--- src/rtl/pipe_stage_reg.sv ---
// Parametrised inter-stage pipeline register with a 2-entry skid buffer and a registered in_ready.
// Define PIPE_PERF_CNT_EN to add the stall_cnt/bubble_cnt performance counters.
//   state    | meaning
//   ST_EMPTY | main invalid, skid empty
//   ST_ONE   | main valid, skid empty
//   ST_TWO   | main and skid both valid, upstream held off
module pipe_stage_reg #(
    parameter int CTRL_W = 16,
    parameter int DATA_W = 128,
    parameter int CNT_W  = 32
) (
    input  logic              clk,
    input  logic              reset,
    input  logic              flush,
    input  logic              in_valid,
    output logic              in_ready,
    input  logic [CTRL_W-1:0] in_ctrl,
    input  logic [DATA_W-1:0] in_data,
    output logic              out_valid,
    input  logic              out_ready,
    output logic [CTRL_W-1:0] out_ctrl,
    output logic [DATA_W-1:0] out_data
`ifdef PIPE_PERF_CNT_EN
    ,
    output logic [CNT_W-1:0]  stall_cnt,
    output logic [CNT_W-1:0]  bubble_cnt
`endif
);

    typedef enum logic [1:0] {ST_EMPTY, ST_ONE, ST_TWO} state_t;

    state_t              r_state;
    state_t              w_state_nxt;
    logic                r_in_ready;
    logic [CTRL_W-1:0]   r_main_ctrl;
    logic [DATA_W-1:0]   r_main_data;
    logic [CTRL_W-1:0]   r_skid_ctrl;
    logic [DATA_W-1:0]   r_skid_data;
    logic                w_in_fire;
    logic                w_load_main_in;
    logic                w_load_main_skid;
    logic                w_load_skid_in;

    if (CNT_W < 1 || CTRL_W < 1 || DATA_W < 1) begin : g_bad_width
        $error("pipe_stage_reg: widths must be at least 1");
    end

    assign w_in_fire = in_valid & r_in_ready;

    always_comb begin
        w_state_nxt      = r_state;
        w_load_main_in   = 1'b0;
        w_load_main_skid = 1'b0;
        w_load_skid_in   = 1'b0;
        case (r_state)
            ST_EMPTY: begin
                if (w_in_fire) begin
                    w_load_main_in = 1'b1;
                    w_state_nxt    = ST_ONE;
                end
            end
            ST_ONE: begin
                if (w_in_fire && out_ready) begin
                    w_load_main_in = 1'b1;
                end else if (w_in_fire) begin
                    w_load_skid_in = 1'b1;
                    w_state_nxt    = ST_TWO;
                end else if (out_ready) begin
                    w_state_nxt    = ST_EMPTY;
                end
            end
            ST_TWO: begin
                if (out_ready) begin
                    w_load_main_skid = 1'b1;
                    w_state_nxt      = ST_ONE;
                end
            end
            default: w_state_nxt = ST_EMPTY;
        endcase
        // Flush drops everything held and whatever arrives this cycle.
        if (flush) begin
            w_state_nxt      = ST_EMPTY;
            w_load_main_in   = 1'b0;
            w_load_main_skid = 1'b0;
            w_load_skid_in   = 1'b0;
        end
    end

    always_ff @(posedge clk or posedge reset) begin
        if (reset) begin
            r_state     <= ST_EMPTY;
            r_in_ready  <= 1'b0;
            r_main_ctrl <= '0;
            r_main_data <= '0;
            r_skid_ctrl <= '0;
            r_skid_data <= '0;
        end else begin
            r_state    <= w_state_nxt;
            r_in_ready <= (w_state_nxt != ST_TWO);
            if (w_load_main_in) begin
                r_main_ctrl <= in_ctrl;
                r_main_data <= in_data;
            end else if (w_load_main_skid) begin
                r_main_ctrl <= r_skid_ctrl;
                r_main_data <= r_skid_data;
            end
            if (w_load_skid_in) begin
                r_skid_ctrl <= in_ctrl;
                r_skid_data <= in_data;
            end
        end
    end

    assign in_ready  = r_in_ready;
    assign out_valid = (r_state != ST_EMPTY);
    assign out_ctrl  = out_valid ? r_main_ctrl : '0;
    assign out_data  = r_main_data;

`ifdef PIPE_PERF_CNT_EN
    logic [CNT_W-1:0] r_stall_cnt;
    logic [CNT_W-1:0] r_bubble_cnt;

    always_ff @(posedge clk or posedge reset) begin
        if (reset) begin
            r_stall_cnt  <= '0;
            r_bubble_cnt <= '0;
        end else begin
            if (out_valid && !out_ready && r_stall_cnt != '1)
                r_stall_cnt <= r_stall_cnt + CNT_W'(1);
            if (!out_valid && r_bubble_cnt != '1)
                r_bubble_cnt <= r_bubble_cnt + CNT_W'(1);
        end
    end

    assign stall_cnt  = r_stall_cnt;
    assign bubble_cnt = r_bubble_cnt;
`endif

endmodule

--- config.mk ---
export PLATFORM = sky130hd
export DESIGN_NAME = pipe_stage_reg
export DESIGN_NICKNAME = d
export VERILOG_FILES = /design/src/rtl/pipe_stage_reg.sv
export SDC_FILE = /design/constraint.sdc
export NUM_CORES = 1
export LEC_CHECK = 0
export ABC_AREA = 0
export BUFFER_PORTS_ARGS = -buffer_cell sky130_fd_sc_hd__clkbuf_2
export CAP_MARGIN = 20
export CORE_ASPECT_RATIO = 2
export CORE_MARGIN = 10
export CORE_UTILIZATION = 53
export CTS_BUF_LIST = sky130_fd_sc_hd__clkbuf_8 sky130_fd_sc_hd__clkbuf_16
export CTS_CLUSTER_DIAMETER = 60
export DETAILED_ROUTE_END_ITERATION = 10
export PLACE_DENSITY = 0.76
export SLEW_MARGIN = 20
export SYNTH_ARGS = -nofsm -noshare
export SYNTH_HDL_FRONTEND = slang
export SYNTH_SLANG_ARGS = --single-unit
--- constraint.sdc ---
create_clock -name clk -period 10.5 [get_ports clk]
set_input_delay 0.525 -clock clk [delete_from_list [all_inputs] [get_ports clk]]
set_output_delay 0.525 -clock clk [all_outputs]
set_load 0.02 [all_outputs]
==> flow_metrics.py <==
metrics = {
    "outcome": {
        "status": "complete, no violations",
    },
    "setup_path": {
        "start_kind": "register",
        "crit_top_cell": "buf_4",
        "crit_buf_inv": 2,
        "cp_slowest_cell": "buf_4",
        "worstSetupPathType": "register to register",
        "crit_family": "buffers and inverters",
        "path_max_fanout": 69,
        "max_stage_delay_ns": 0.85,
        "worstPathRequired_ns": 10.91,
        "cp-end-kind": "register",
        "crit_arrival_ns": 3.94,
        "crit_chain": "nor2b_4 > nand3b_1 > buf_4 > buf_4 > mux2_2",
    },
    "layout": {
        "fin_nets": 1240,
        "layout_commonest_cell": "clkbuf_2",
        "final_cells": 1388,
        "area_growth_pct": 22.2,
        "final_cell_mix": "clkbuf_2, dfrtp_1, mux2_2",
        "layout-drive-gt1-share_pct": 45.1,
    },
    "grt": {
        "grt_max_degree": 150,
        "grt_pass1_vias": 8737,
        "antenna_found_initial": 1,
        "track_usage_pct": 20.3,
        "grt_overflow": 0,
        "grt_pass1_wl_um": 49100,
    },
    "timing": {
        "setup_violations": 0,
        "finalHoldViolations": 0,
        "setup_ws_ns": 6.97,
        "rsz0062_at_grt": "no",
        "period_minus_slack_ns": 3.53,
        "tightest_slew_ns": 1.01,
        "slew_viol_final": 0,
        "hold_ws_ns": 0.134,
        "fin_crit_sh_pct": 33.6,
        "finalSetupTns_ns": 0,
        "slew_headroom_pct": 32.7,
        "max_freq_mhz": 283,
        "fin_worst_skew_ns": 0.00679,
    },
    "logic_synthesis": {
        "synth_cell_types": 25,
        "synth.avg_cell_area_um2": 14.3,
        "syn_nets": 972,
        "synth_cells": 823,
        "ys_seq_elements": 291,
        "yosysSeqAreaShare_pct": 61.7,
        "yosysWarningCount": 0,
        "synth_area_mm2": 0.0118,
    },
    "detailed_routing": {
        "drt_first_pass_iters": 5,
        "postRouteAntennaNets": 0,
        "wirelength_um": 30600,
        "drc": 0,
        "vias": 8030,
        "detail_route.wl_per_cell_um": 22.0,
        "via_per_inst": 5.79,
        "drt-initial-drc-count": 623,
    },
    "job": {
        "maxCapViolations": 0,
    },
    "cts": {
        "cts_tree": "yes",
        "clock_sinks": 291,
        "cts_inserted_buffers": 26,
        "postCtsSetupRepairBufs": 0,
        "clkTransAtPathRegs_ns": 0.07,
        "clock_path_buffers": 3,
        "ctsHtreeMaxLevel": 1,
        "cts_resized": 0,
        "clockRootBuffer": "clkbuf_16",
        "hold_buffers": 0,
        "clock_latency_ns": 0.53,
    },
    "pwr": {
        "vdd_drop_max_mv": 0.163,
        "power_mw": 3.29,
        "power_leakage_nw": 7.04,
        "power_density_mw_per_mm2": 228,
    },
    "floorplanning": {
        "die_h_um": 231,
        "io_pins": 295,
        "start_util_pct": 53.5,
        "die_w_um": 126,
        "dieArea_mm2": 0.0290,
        "num_rows": 77,
        "core-area_mm2": 0.0221,
    },
    "place": {
        "place_hpwl_um": 20000,
        "gp_congestion": 0.821,
        "dp_slack_ns": 6.72,
        "dp.cells": 1339,
        "port_buffers": 294,
    },
    "min_path": {
        "hold_path_class": "input port to asynchronous set/reset pin",
    },
}
==> worst register-to-register path: stages, from the launching register on <==
cell      delay [ns]
dfrtp_1         0.46
nor2b_4         0.18
nand3b_1        0.64
buf_4           0.85
buf_4           0.82
mux2_2          0.45
==> stage by stage <==
stage / cell area, um^2 / util (%)
2_1_floorplan: 11800 / -
3_3_place_gp: 13400 / 60.7
3_5_place_dp: 13400 / 60.7
4_1_cts: 14400 / 65.3
5_1_grt: 14400 / 65.4
6_report: 14400 / 65.4
==> final cells by class <==
cell class / instances / area, um^2
fillers: 1701 / 7640
flip-flops and latches: 291 / 7280
multi-input cells: 467 / 4210
repair buffers: 303 / 1540
clock buffers: 30 / 717
well taps: 276 / 345
clock inverters: 18 / 303
inverters: 2 / 20.0
diodes: 1 / 2.50
==> state kept, by name, indices dropped and copies added (netlist names) <==
signal       cells
in_ready         1
out_data       128
r_main_ctrl     16
r_skid_ctrl     16
r_skid_data    128
r_state          2
==> routing by layer <==
metal	part of all wire, %	track usage, %
met1	38	24.6
met4	3.3	7.99
met5	0	0
met2	51	33.8
met3	7.3	5.40
==> cells in the mapped netlist (all sizes together) <==
cell / n / area share (%)
o21a: 1 / 0.064
nor2: 4 / 0.15
mux2: 144 / 14
inv: 2 / 0.064
a221o: 141 / 12
o22a: 1 / 0.074
nand3b: 1 / 0.064
o21ai: 3 / 0.13
mux2i: 5 / 0.42
nor3: 2 / 0.18
nand2: 5 / 0.18
buf: 35 / 1.8
and2: 141 / 7.5
clkbuf: 28 / 0.89
nor4: 1 / 0.18
or3: 1 / 0.053
dfrtp: 291 / 62
nor2b: 17 / 0.96
==> where the power goes <==
group	internal [mW]	switching (mW)	total (mW)
combinational	0.301	0.326	0.627
sequential	1.39	0.144	1.54
clock	0.688	0.433	1.12
==> worst paths after layout <==
check                                      from               to  slack (ns)  cells after the start
worst max-delay path                 r_state[0]   r_skid_ctrl[2]        6.97                      5
worst min-delay path                      reset  r_skid_data[17]        0.13                      2
worst max register to register       r_state[0]   r_skid_ctrl[2]        6.97                      5
worst min register to register  r_skid_data[15]  r_skid_data[15]        0.50                      1
max in group asynchronous                 reset   r_main_ctrl[5]        8.89                      3
min in group clk                     in_data[1]      out_data[1]        0.23                      3
==> cell families (layout without fill, tap and decap cells) <==
family,Yosys count,count (layout),share of synthesized area (%)
flops,291,291,61.7
buf+inv,65,353,2.72
mux,149,149,14.2
simple gates,172,172,9.24
other cells,0,1,0
compound gates,146,146,12.2
(Power assumes the default switching activity.)
